===== src/rtl/memory_access_block.sv =====
// memory_access_block: MEM stage of the pipelined Thumb core.
// Takes the EX/MEM register outputs and performs loads and stores over a
// req/ack data-memory bus whose latency varies. Upstream is stalled while an
// access is in flight, and the MEM/WB register is written with the result.
//
// Ports
//   clk_i, reset_i            clock, asynchronous active-high reset
//   is_valid_i .. reg_2_data_i EX/MEM register contents (control enums, Thumb
//                              opA/opB for size and sign decode, destination
//                              register, effective address or ALU result,
//                              store data)
//   stall_o                   upstream holds the EX/MEM register this cycle
//   dmem_*                    data-memory bus: req, we, word address, byte
//                              enables, lane-replicated store data, ack,
//                              read data
//   fault_o                   1-cycle pulse on a misaligned access or a bus
//                              timeout
//   is_valid_o .. reg_data_o  MEM/WB register

package memory_access_block_pkg;
  localparam int WORD       = 32;
  localparam int ADDR_WIDTH = 4;

  typedef enum logic {MEM_WRITE_DIS = 1'b0, MEM_WRITE_EN = 1'b1} mem_write_signal;
  typedef enum logic {REG_FILE_WRITE_DIS = 1'b0, REG_FILE_WRITE_EN = 1'b1} reg_file_write_sig;
  typedef enum logic {DATA_SRC_ALU = 1'b0, DATA_SRC_MEM = 1'b1} reg_file_data_source;

  typedef enum logic [1:0] {SZ_BYTE = 2'd0, SZ_HALF = 2'd1, SZ_WORD = 2'd2} acc_size_e;
endpackage

module memory_access_block
  import memory_access_block_pkg::*;
#(
  parameter int TIMEOUT_CYCLES = 255
) (
  input  logic                  clk_i,
  input  logic                  reset_i,
  input  logic                  is_valid_i,
  input  mem_write_signal       mem_write_en_i,
  input  reg_file_write_sig     reg_file_write_en_i,
  input  reg_file_data_source   reg_file_data_source_i,
  input  logic [6:0]            opA_opB_i,
  input  logic [ADDR_WIDTH-1:0] reg_dest_addr_i,
  input  logic [WORD-1:0]       alu_result_i,
  input  logic [WORD-1:0]       reg_2_data_i,
  output logic                  stall_o,
  output logic                  dmem_req_o,
  output logic                  dmem_we_o,
  output logic [WORD-1:0]       dmem_addr_o,
  output logic [3:0]            dmem_be_o,
  output logic [WORD-1:0]       dmem_wdata_o,
  input  logic                  dmem_ack_i,
  input  logic [WORD-1:0]       dmem_rdata_i,
  output logic                  fault_o,
  output logic                  is_valid_o,
  output reg_file_write_sig     reg_file_write_en_o,
  output logic [ADDR_WIDTH-1:0] reg_dest_addr_o,
  output logic [WORD-1:0]       reg_data_o
);
  localparam int NUM_LANES = 4;
  localparam logic [7:0] TO_LAST = 8'(TIMEOUT_CYCLES - 1);

  typedef enum logic {S_IDLE = 1'b0, S_REQ = 1'b1} state_e;

  state_e state_q, state_d;

  // ---- size / sign decode from the Thumb opcode fields
  logic [3:0] op_a;
  logic [2:0] op_b;
  acc_size_e  size;
  logic       sext;
  assign op_a = opA_opB_i[6:3];
  assign op_b = opA_opB_i[2:0];

  always_comb begin
    size = SZ_WORD;
    sext = 1'b0;
    case (op_a)
      4'b0101: begin
        case (op_b)
          3'b001, 3'b101: size = SZ_HALF;
          3'b111:         begin size = SZ_HALF; sext = 1'b1; end
          3'b010, 3'b110: size = SZ_BYTE;
          3'b011:         begin size = SZ_BYTE; sext = 1'b1; end
          default:        size = SZ_WORD;
        endcase
      end
      4'b0111: size = SZ_BYTE;
      4'b1000: size = SZ_HALF;
      default: size = SZ_WORD;
    endcase
  end

  logic is_store, is_load, mem_op, misalign;
  assign is_store = is_valid_i && (mem_write_en_i == MEM_WRITE_EN);
  assign is_load  = is_valid_i && (reg_file_data_source_i == DATA_SRC_MEM);
  assign mem_op   = is_store || is_load;
  assign misalign = ((size == SZ_HALF) && alu_result_i[0]) ||
                    ((size == SZ_WORD) && (alu_result_i[1:0] != 2'b00));

  // ---- store lanes: enable and data per byte lane
  logic [NUM_LANES-1:0]       be_c;
  logic [NUM_LANES-1:0][7:0]  wd_c;

  for (genvar l = 0; l < NUM_LANES; l++) begin : g_lane
    localparam logic [1:0] LI = 2'(l);
    assign be_c[l] = (size == SZ_BYTE) ? (alu_result_i[1:0] == LI) :
                     (size == SZ_HALF) ? (alu_result_i[1] == LI[1]) : 1'b1;
    assign wd_c[l] = (size == SZ_BYTE) ? reg_2_data_i[7:0] :
                     (size == SZ_HALF) ? reg_2_data_i[8*(l%2) +: 8] :
                                         reg_2_data_i[8*l +: 8];
  end

  // ---- access latched on entry to REQ, held stable until ack
  logic [WORD-1:0]       a_addr, a_wdata;
  logic [3:0]            a_be;
  logic                  a_we, a_sext;
  acc_size_e             a_size;
  logic [ADDR_WIDTH-1:0] a_dest;
  reg_file_write_sig     a_wen;
  logic [7:0]            to_cnt;

  // ---- load extract (only meaningful in the ack cycle)
  logic [NUM_LANES-1:0][7:0] rd_lane;
  logic [7:0]                rd_b;
  logic [15:0]               rd_h;
  logic [WORD-1:0]           ld_data;
  assign rd_lane = dmem_rdata_i;
  assign rd_b    = rd_lane[a_addr[1:0]];
  assign rd_h    = a_addr[1] ? dmem_rdata_i[31:16] : dmem_rdata_i[15:0];

  always_comb begin
    case (a_size)
      SZ_BYTE: ld_data = {{24{a_sext & rd_b[7]}}, rd_b};
      SZ_HALF: ld_data = {{16{a_sext & rd_h[15]}}, rd_h};
      default: ld_data = dmem_rdata_i;
    endcase
  end

  // ---- next state, stall and MEM/WB update
  logic                  stall_c, accept, cnt_inc, fault_d;
  logic                  wb_vld;
  reg_file_write_sig     wb_wen;
  logic [ADDR_WIDTH-1:0] wb_dest;
  logic [WORD-1:0]       wb_data;

  always_comb begin
    state_d = state_q;
    stall_c = 1'b0;
    accept  = 1'b0;
    cnt_inc = 1'b0;
    fault_d = 1'b0;
    wb_vld  = 1'b0;
    wb_wen  = REG_FILE_WRITE_DIS;
    wb_dest = reg_dest_addr_o;
    wb_data = reg_data_o;
    case (state_q)
      S_IDLE: begin
        if (mem_op) begin
          if (misalign) begin
            fault_d = 1'b1;
          end else begin
            stall_c = 1'b1;
            accept  = 1'b1;
            state_d = S_REQ;
          end
        end else begin
          wb_vld  = is_valid_i;
          wb_wen  = is_valid_i ? reg_file_write_en_i : REG_FILE_WRITE_DIS;
          wb_dest = reg_dest_addr_i;
          wb_data = alu_result_i;
        end
      end
      S_REQ: begin
        if (dmem_ack_i) begin
          wb_vld  = 1'b1;
          wb_wen  = a_we ? REG_FILE_WRITE_DIS : a_wen;
          wb_dest = a_dest;
          wb_data = a_we ? a_addr : ld_data;
          state_d = S_IDLE;
        end else if (to_cnt == TO_LAST) begin
          // give up: release upstream and drop the instruction
          fault_d = 1'b1;
          state_d = S_IDLE;
        end else begin
          stall_c = 1'b1;
          cnt_inc = 1'b1;
        end
      end
      default: state_d = S_IDLE;
    endcase
  end

  always_ff @(posedge clk_i or posedge reset_i) begin
    if (reset_i) begin
      state_q             <= S_IDLE;
      to_cnt              <= '0;
      a_addr              <= '0;
      a_wdata             <= '0;
      a_be                <= '0;
      a_we                <= 1'b0;
      a_sext              <= 1'b0;
      a_size              <= SZ_WORD;
      a_dest              <= '0;
      a_wen               <= REG_FILE_WRITE_DIS;
      fault_o             <= 1'b0;
      is_valid_o          <= 1'b0;
      reg_file_write_en_o <= REG_FILE_WRITE_DIS;
      reg_dest_addr_o     <= '0;
      reg_data_o          <= '0;
    end else begin
      state_q <= state_d;
      fault_o <= fault_d;
      if (accept) begin
        to_cnt  <= '0;
        a_addr  <= alu_result_i;
        a_wdata <= wd_c;
        a_be    <= be_c;
        a_we    <= is_store;
        a_sext  <= sext;
        a_size  <= size;
        a_dest  <= reg_dest_addr_i;
        a_wen   <= reg_file_write_en_i;
      end else if (cnt_inc) begin
        to_cnt <= to_cnt + 8'd1;
      end
      is_valid_o          <= wb_vld;
      reg_file_write_en_o <= wb_wen;
      reg_dest_addr_o     <= wb_dest;
      reg_data_o          <= wb_data;
    end
  end

  // bus signals derive from the state register so reset drops req at once
  assign dmem_req_o   = (state_q == S_REQ);
  assign dmem_we_o    = dmem_req_o & a_we;
  assign dmem_be_o    = dmem_req_o ? a_be : 4'h0;
  assign dmem_addr_o  = {a_addr[WORD-1:2], 2'b00};
  assign dmem_wdata_o = a_wdata;
  assign stall_o      = stall_c & ~reset_i;

endmodule

===== config.mk =====
export PLATFORM = sky130hd
export DESIGN_NAME = memory_access_block
export DESIGN_NICKNAME = d
export VERILOG_FILES = /design/src/rtl/memory_access_block.sv
export SDC_FILE = /design/constraint.sdc
export NUM_CORES = 1
export LEC_CHECK = 0
export CAP_MARGIN = 40
export CORE_MARGIN = 1.5
export CORE_UTILIZATION = 45
export CTS_CLUSTER_DIAMETER = 30
export DETAILED_ROUTE_END_ITERATION = 8
export PLACE_DENSITY = 0.83
export SLEW_MARGIN = 10
export SYNTH_ARGS = -nofsm -noshare
export SYNTH_HDL_FRONTEND = slang
export SYNTH_SLANG_ARGS = --single-unit

===== constraint.sdc =====
create_clock -name clk_i -period 9.7 [get_ports clk_i]
set_input_delay 1.455 -clock clk_i [delete_from_list [all_inputs] [get_ports clk_i]]
set_output_delay 1.455 -clock clk_i [all_outputs]
set_load 0.05 [all_outputs]

-- After elaboration in Yosys (flattened, before gate mapping)
Index checks and enable logic that the tools add are counted.
- output and inout port bits: 110
- bits of input ports: 114
- register bits after elaboration: 125
- word-level logic and storage cells: 106
- bitwise operators: 7
- order comparisons: 1
- muxes and demuxes: 49
- eq/ne operators: 18
- $add $sub $neg: 1
- reduce and logical (&&, ||, !) cells: 15
- operator list (cell ; count):
    32-bit case mux with 2 select lines ; 2
    32-bit two-way mux ; 3
    8-bit two-way mux ; 8
    1-bit two-way mux ; 24
    8-bit binary-select mux with 2-bit select ; 1
    16-bit two-way mux ; 1
    4-bit two-way mux ; 3
    3-bit equality test (second input constant) ; 3
    8-bit by 1-bit adder with 8-bit output (second input constant) ; 1
    4-bit by 3-bit equality test with 1-bit output (second input constant) ; 2
    8-bit equality test (second input constant) ; 1
    1-bit case mux with 2 select lines ; 4
    4-bit case mux with 2 select lines ; 1
    2-bit by 1-bit equality test with 1-bit output (second input constant) ; 3
    2-bit equality test (second input constant) ; 3
    3-bit by 2-bit equality test with 1-bit output (second input constant) ; 2
    2-bit logical NOT ; 3
    2-bit case mux with 3 select lines ; 1
    3-bit OR reduction ; 2
    1-bit bitwise AND ; 4
    4-bit equality test (second input constant) ; 1
    1-bit logical AND ; 4
    2-bit inequality test (second input constant) ; 2
    2-bit case mux with 2 select lines ; 1
    other kinds (7) ; 11

-- Longest topological paths before layout
Gate-level depths: netlist (run 1).
- depth after elaboration: 11
- gate-level depth with buffers: 8
- depth with buffers taken out: 7

-- Worst setup path before layout (run 1)
Ideal clock, no wire load.
- path kind: input -> output
- from: input opA_opB_i[6]
- to: output stall_o
- slack: 4924 ps
- data required time: 8245 ps
- buffers on the path: 3
- stages on the path: 7
- data arrival time: 3321 ps
- path through: nand3b_1 > o21ba_2 > buf_2 > a22oi_2 > buf_6 > buf_2 > a21oi_1
- longest elaborated chain between the ends: 9
- elaborated cells on any way between the ends: 13
- classes of those cells: eq/ne: 5; mux: 4; bitwise: 1; reduce/logical: 3
- ends and longest elaborated chain (what ; line ; source):
    start, declared ; 42 ; input logic [6:0] opA_opB_i,
    4-bit equality test or 4-bit by 3-bit equality test with 1-bit output (tied branches) ; 78 ; case (op_a)
    2-bit case mux with 3 select lines (*) ; 78 ;
    2-bit by 1-bit equality test with 1-bit output or 2-bit equality test (tied branches) ; 98, 99 ;
    1-bit logical AND, on equally long branches ; 98, 99 ;
    1-bit logical OR (*) ; 98 ; assign misalign = ((size == SZ_HALF) && alu_result_i[0]) ||
    1-bit two-way mux (*) ; 160 ; if (misalign) begin
    1-bit two-way mux (*) ; 159 ; if (mem_op) begin
    1-bit case mux with 2 select lines (*) ; 157 ; case (state_q)
    1-bit bitwise AND (*) ; 240 ; assign stall_o = stall_c & ~reset_i;
    end, declared ; 46 ; output logic stall_o,
Every way passes the cells marked *; elsewhere a longest branch is shown, timed or not.

-- Final worst setup path (run 1)
- from: input opA_opB_i[4]
- to: output stall_o
The elaborated chain is that of the path after synthesis.

==> results.cfg, run 1 <==
[critical_path]
startpoint = opA_opB_i[4]
worstPathRequired_ps = 8250
critPathLaunchType = input port
path_class = in2out
crit_path_end_kind = output port
reg2reg_slack_ps = 7330
crit_path_max_fanout = 33
r2r_start = dmem_req_o
cp_data_arrival_time_ps = 4020

[yosys]
synth_edf_count = 0
synthDominantCellAreaShare_pct = 46.80
netlist_instances = 648
syn_area_per_cell_um2 = 10.23
netlist_area_um2 = 6630
synth_cell_types = 60
synth-seq-cells = 125
ys_top_cells_by_count = dfrtp_1 (124), nand2_1 (72), o21ai_0 (56)
yosysMostFrequentCell = dfrtp_1
synth-warning-count = 0
yosys.area.top_type = dfrtp_1
synthArstFlopShare_pct = 100.0
synth.area.top_cells = dfrtp_1 (47%), mux2_4 (6.3%), o21ai_0 (4.2%)
synthFlopType = dfrtp_1
ys_seq_area_share_pct = 47.20

[clock_tree]
post_cts_buffers = 0
clockBufferDepth = 2
path_clk_slew_ps = 50
cts_made_buffers = 17
cts.hold.buffers_added = 0
clkLatencyLatePin_ps = 420
clock-sinks = 125
tritoncts = yes
clock-root-buffer = clkbuf_16
htreeDepth = 4
cts_resized = 0

[timing]
max_slew_margin_pct = 47.51
final-hold-violation-count = 0
fin_crit_sh_pct = 56.49
skew_ps = 7.724
holdWs_ps = 476.1
tightest_slew_ps = 787.4
slew_violations = 0
fmax_ghz = 0.1825
setup_tns_ps = 0
finalSetupViolCount = 0
rsz0062_at_grt = false
fin_crit_ps = 5480

[drt]
vias = 5990
via_per_inst = 5.844
detail_route.iter0.violations = 523
drcViolationCount = 0
ant_nets = 0
first_pass_iters = 5
wire_per_inst_um = 20.11
wl_mm = 20.61

[final_layout]
fillCellCount = 1130
syn_to_final_growth_pct = 42.57
final_cell_count_no_fill = 1025
fin_nets = 945
multi_input_area_um2 = 2987
n_antenna_cell = 0
final-seq-area_um2 = 3131
final_layout_size_suffix_gt1_share_pct = 12.13

[power_and_ir_drop]
power_leakage_nw = 4.134
power_density_nw_per_um2 = 270.2
ir_worst_vdd_mv = 0.1364
share_comb_of_total_power_pct = 42.6
p_sw_mw = 1.029
p_sw_share_pct = 40.29
clockPowerShare_pct = 26.7
p_int_mw = 1.525
seq_power_share_pct = 30.7

[place]
globalplace.congestion = 0.8138
dp_hpwl_mm = 14.43
placed_cells_incl_taps = 994
port_buffers = 221

[die]
die_y_um = 124.4
io_pins = 224
die_w_um = 124.4
die_area_um2 = 15470
initial_core_util_pct = 45.79
core_um2 = 14480
num_rows = 44

[worst_hold_path]
min-delay-start = dmem_wdata_o[8]
hold_path_class = reg2reg

[global_routing]
grt-ovfl-total = 0
grt_first_pass_wirelength_mm = 32.66
first_global_vias = 5874
grt_max_degree = 59
antenna_found_initial = 0
grt_usage_pct = 26.81

[run]
maxCapViolations = 0

[outcome]
status = finished clean
per-layer routing:
metal	global-route usage [%]	part of all wire (%)	up-vias
met4	7.505	1.5	0
met5	0	0	-
li1	-	-	2711
met3	8.033	9.3	25
met1	35.27	42	2934
met2	43.05	47	320
critical path: stages:
cell             delay (ps)
clkdlybuf4s50_1         510
or4b_4                  600
o211ai_2                130
a22oi_2                  70
buf_4                   260
a21oi_1                 180
clkdlybuf4s50_1         810
power groups by stage:
stage	Clock [mW]	Sequential (mW)	Combinational [mW]
2_1_floorplan	0	1.02	0.504
3_3_place_gp	0	0.783	1.07
3_5_place_dp	0	0.788	1.09
4_1_cts	0.691	0.782	1.09
5_1_grt	0.716	0.803	1.14
6_report	0.682	0.784	1.09
layout make-up:
| cell class | instances | area share, % |
|---|---|---|
| inverters | 21 | 0.8604 |
| well taps | 184 | 2.435 |
| flip-flops and latches | 125 | 33.12 |
| clock inverters | 5 | 1.059 |
| multi-input cells | 428 | 31.59 |
| clock buffers | 26 | 5.705 |
| repair buffers | 236 | 25.23 |
path summary, 6_finish.rpt:
check,endpoint,depth (start not counted)
max,stall_o,7
min,dmem_wdata_o[8],2
max reg2reg,reg_data_o[29],8
min reg2reg,dmem_wdata_o[8],2
max in group asynchronous,a_size[1],4
min in group asynchronous,is_valid_o,2
flip-flops by register name (all words and copies together), names as in the netlist:
signal               flops
reg_dest_addr_o          4
a_wen                    1
reg_data_o              32
a_size                   2
a_sext                   1
a_dest                   4
dmem_wdata_o            32
reg_file_write_en_o      1
fault_o                  1
dmem_req_o               1
a_be                     4
a_addr                  32
to_cnt                   8
a_we                     1
is_valid_o               1
stage by stage:
| step | worst slack [ps] | cell area [um^2] | util (%) | total power [mW] |
|---|---|---|---|---|
| 2_1_floorplan | 4919 | 6634 | - | 1.528 |
| 3_3_place_gp | 4245 | 8708 | 60.15 | 1.851 |
| 3_5_place_dp | 4228 | 8813 | 60.87 | 1.875 |
| 4_1_cts | 4221 | 9453 | 65.29 | 2.564 |
| 5_1_grt | 4134 | 9453 | 65.29 | 2.658 |
| 6_report | 4220 | 9453 | 65.29 | 2.554 |
layout by cell type (no fill, tap or decap), types with 4 or more instances in the layout:
master / netlist / final
nand2_1: 72 / 72
a22oi_1: 17 / 17
nand2b_1: 6 / 6
a221oi_1: 24 / 24
clkbuf_16: 0 / 17
xnor2_1: 4 / 4
o221ai_1: 6 / 6
nor2_1: 44 / 43
clkbuf_8: 0 / 8
mux2_2: 16 / 16
a21oi_1: 17 / 17
o21ai_0: 56 / 56
inv_1: 20 / 19
mux2_4: 28 / 28
o22ai_1: 18 / 18
mux2i_1: 21 / 21
a221o_1: 9 / 9
and2_1: 5 / 5
a21boi_0: 4 / 4
nor2b_1: 5 / 5
dfrtp_1: 124 / 123
clkdlybuf4s50_1: 0 / 221
a211oi_1: 5 / 5
a22o_1: 8 / 8
buf_4: 32 / 11
nor3_1: 11 / 11
a222oi_1: 8 / 8
kinds of logic after synthesis:
kind of cell,synth area share [%]
AO/OA/AOI/OAI,20.82
XOR/XNOR,0.5283
adder cells (fa/ha/maj),0.3774
buffers and inverters,8.039
flip-flops,47.20
multiplexers,12.23
other,0.05656
AND/OR/NAND/NOR,10.76
Power figures use the tool's default switching activity.
==> run 2, diff against run 1 <==
--- a/config.mk
+++ b/config.mk
@@ -7,10 +7,10 @@
 export LEC_CHECK = 0
 export CAP_MARGIN = 40
 export CORE_MARGIN = 1.5
-export CORE_UTILIZATION = 45
+export CORE_UTILIZATION = 42
 export CTS_CLUSTER_DIAMETER = 30
 export DETAILED_ROUTE_END_ITERATION = 8
-export PLACE_DENSITY = 0.83
+export PLACE_DENSITY = 0.82
 export SLEW_MARGIN = 10
 export SYNTH_ARGS = -nofsm -noshare
 export SYNTH_HDL_FRONTEND = slang
==> constraint.sdc (replaced) <==
create_clock -name clk_i -period 4.93 [get_ports clk_i]
set_input_delay 0.7395 -clock clk_i [delete_from_list [all_inputs] [get_ports clk_i]]
set_output_delay 0.7395 -clock clk_i [all_outputs]
set_load 0.05 [all_outputs]
==> results.cfg, run 2 (same netlist as run 1, synthesis figures left out) <==
[outcome]
status = finished clean

[drt]
first_pass_iters = 5
vias = 5927
via_per_inst = 5.645
drcViolationCount = 0
detail_route.iter0.violations = 412
wl_mm = 20.31
wire_per_inst_um = 19.34
ant_nets = 0

[final_layout]
final-seq-area_um2 = 3131
fin_nets = 942
final_layout_size_suffix_gt1_share_pct = 11.92
layout_common_cells = clkdlybuf4s50_1 (221), dfrtp_1 (123), nand2_1 (72)
final_cell_count_no_fill = 1050
final_common_cell = clkdlybuf4s50_1
n_antenna_cell = 0
fillCellCount = 1294
syn_to_final_growth_pct = 42.37
multi_input_area_um2 = 2987

[critical_path]
path_cells = clkdlybuf4s50_1 -> or4b_4 -> o211ai_2 -> a22oi_2 -> a21oi_1 -> clkdlybuf4s50_1
crit_path_max_fanout = 6
cp_common_cell = clkdlybuf4s50_1
critPathSlowestCell = clkdlybuf4s50_1
crit_path_end_kind = output port
critPathMaxStageDelay_ps = 820
worstPathRequired_ps = 4190
critPathLaunchType = input port
path_class = in2out
cp_data_arrival_time_ps = 3060

[timing]
fin_crit_ps = 3796
setup_ws_ps = 1134
rsz0062_at_grt = false
max_slew_margin_pct = 40.89
tightest_slew_ps = 886.6
setup_tns_ps = 0
slew_violations = 0
fmax_ghz = 0.2634
final-hold-violation-count = 0
skew_ps = 11.29
finalSetupViolCount = 0
fin_crit_sh_pct = 77.00

[clock_tree]
clock-sinks = 125
htreeDepth = 4
clock-root-buffer = clkbuf_16
path_clk_slew_ps = 60
post_cts_buffers = 0
cts_resized = 0
clkLatencyLatePin_ps = 420
cts.hold.buffers_added = 0
tritoncts = yes
clockBufferDepth = 2
cts_made_buffers = 17

[die]
die_w_um = 128.6
num_rows = 45
core_um2 = 15310
initial_core_util_pct = 43.29
die_area_um2 = 16550
io_pins = 224
die_y_um = 128.6

[power_and_ir_drop]
share_comb_of_total_power_pct = 41.9
power_density_nw_per_um2 = 536.7
p_sw_share_pct = 40.56
ir_worst_vdd_mv = 0.2628
power_leakage_nw = 4.091
total_power_mw = 5.066
p_sw_mw = 2.055
p_int_mw = 3.011
clockPowerShare_pct = 27.4
seq_power_share_pct = 30.6

[run]
maxCapViolations = 0

[global_routing]
antenna_found_initial = 0
grt_usage_pct = 24.90
grt_first_pass_wirelength_mm = 31.68
first_global_vias = 5901
grt-ovfl-total = 0
grt_max_degree = 66

[place]
preCtsSetupSlack_ps = 1139
dp_hpwl_mm = 14.55
port_buffers = 221
globalplace.congestion = 0.8204
placed_cells_incl_taps = 1018

[worst_hold_path]
hold_path_class = reg2reg
==> run 2: worst max-delay path, delay by kind of cell <==
family                 cells  cell delay, ps
AND/OR/NAND/NOR            1             600
AO/OA/AOI/OAI              3             390
buffers and inverters      2            1320
==> run 2: area by class of cell <==
class,instances,share of cell area (%)
clock inverters,13,2.240
flip-flops and latches,125,33.17
clock buffers,19,4.692
well taps,211,2.797
multi-input cells,428,31.64
inverters,21,0.8616
repair buffers,233,24.60
==> run 2: power groups by stage <==
stage                     sequential [mW]  combinational [mW]  clock, mW
after floorplan                      2.02               0.992          0
after global placement               1.55                2.09          0
after detailed placement             1.56                2.12          0
after CTS                            1.55                2.13       1.41
after global routing                 1.59                2.23       1.46
final                                1.55                2.12       1.39
==> run 2: final timing paths <==
check / depth (start not counted) / to / slack [ps] / from
worst max-delay path: 6 / stall_o / 1130 / opA_opB_i[4]
min in group asynchronous: 2 / a_be[0] / 900 / reset_i
max in group asynchronous: 3 / reg_data_o[21] / 3080 / reset_i
worst max register to register: 6 / a_addr[25] / 1990 / dmem_req_o
worst min register to register: 2 / dmem_wdata_o[12] / 480 / dmem_wdata_o[12]
worst min-delay path: 2 / dmem_wdata_o[12] / 480 / dmem_wdata_o[12]
==> run 2: stage by stage <==
step | hold WS [ps] | utilization (%) | area [um^2]
after floorplan | 450.9 | - | 6634
after global placement | 459.9 | 57.13 | 8750
after detailed placement | 469.2 | 57.36 | 8785
after CTS | 482.3 | 61.63 | 9439
after global routing | 500.8 | 61.63 | 9439
final | 476.8 | 61.63 | 9439
==> run 2: routing by layer <==
metal / up-vias / global-route usage (%) / wire (um)
li1: 2716 / - / -
met4: 0 / 8.262 / 408
met3: 33 / 7.942 / 2007
met2: 328 / 40.83 / 9533
met1: 2850 / 31.23 / 8360
met5: - / 0 / 0
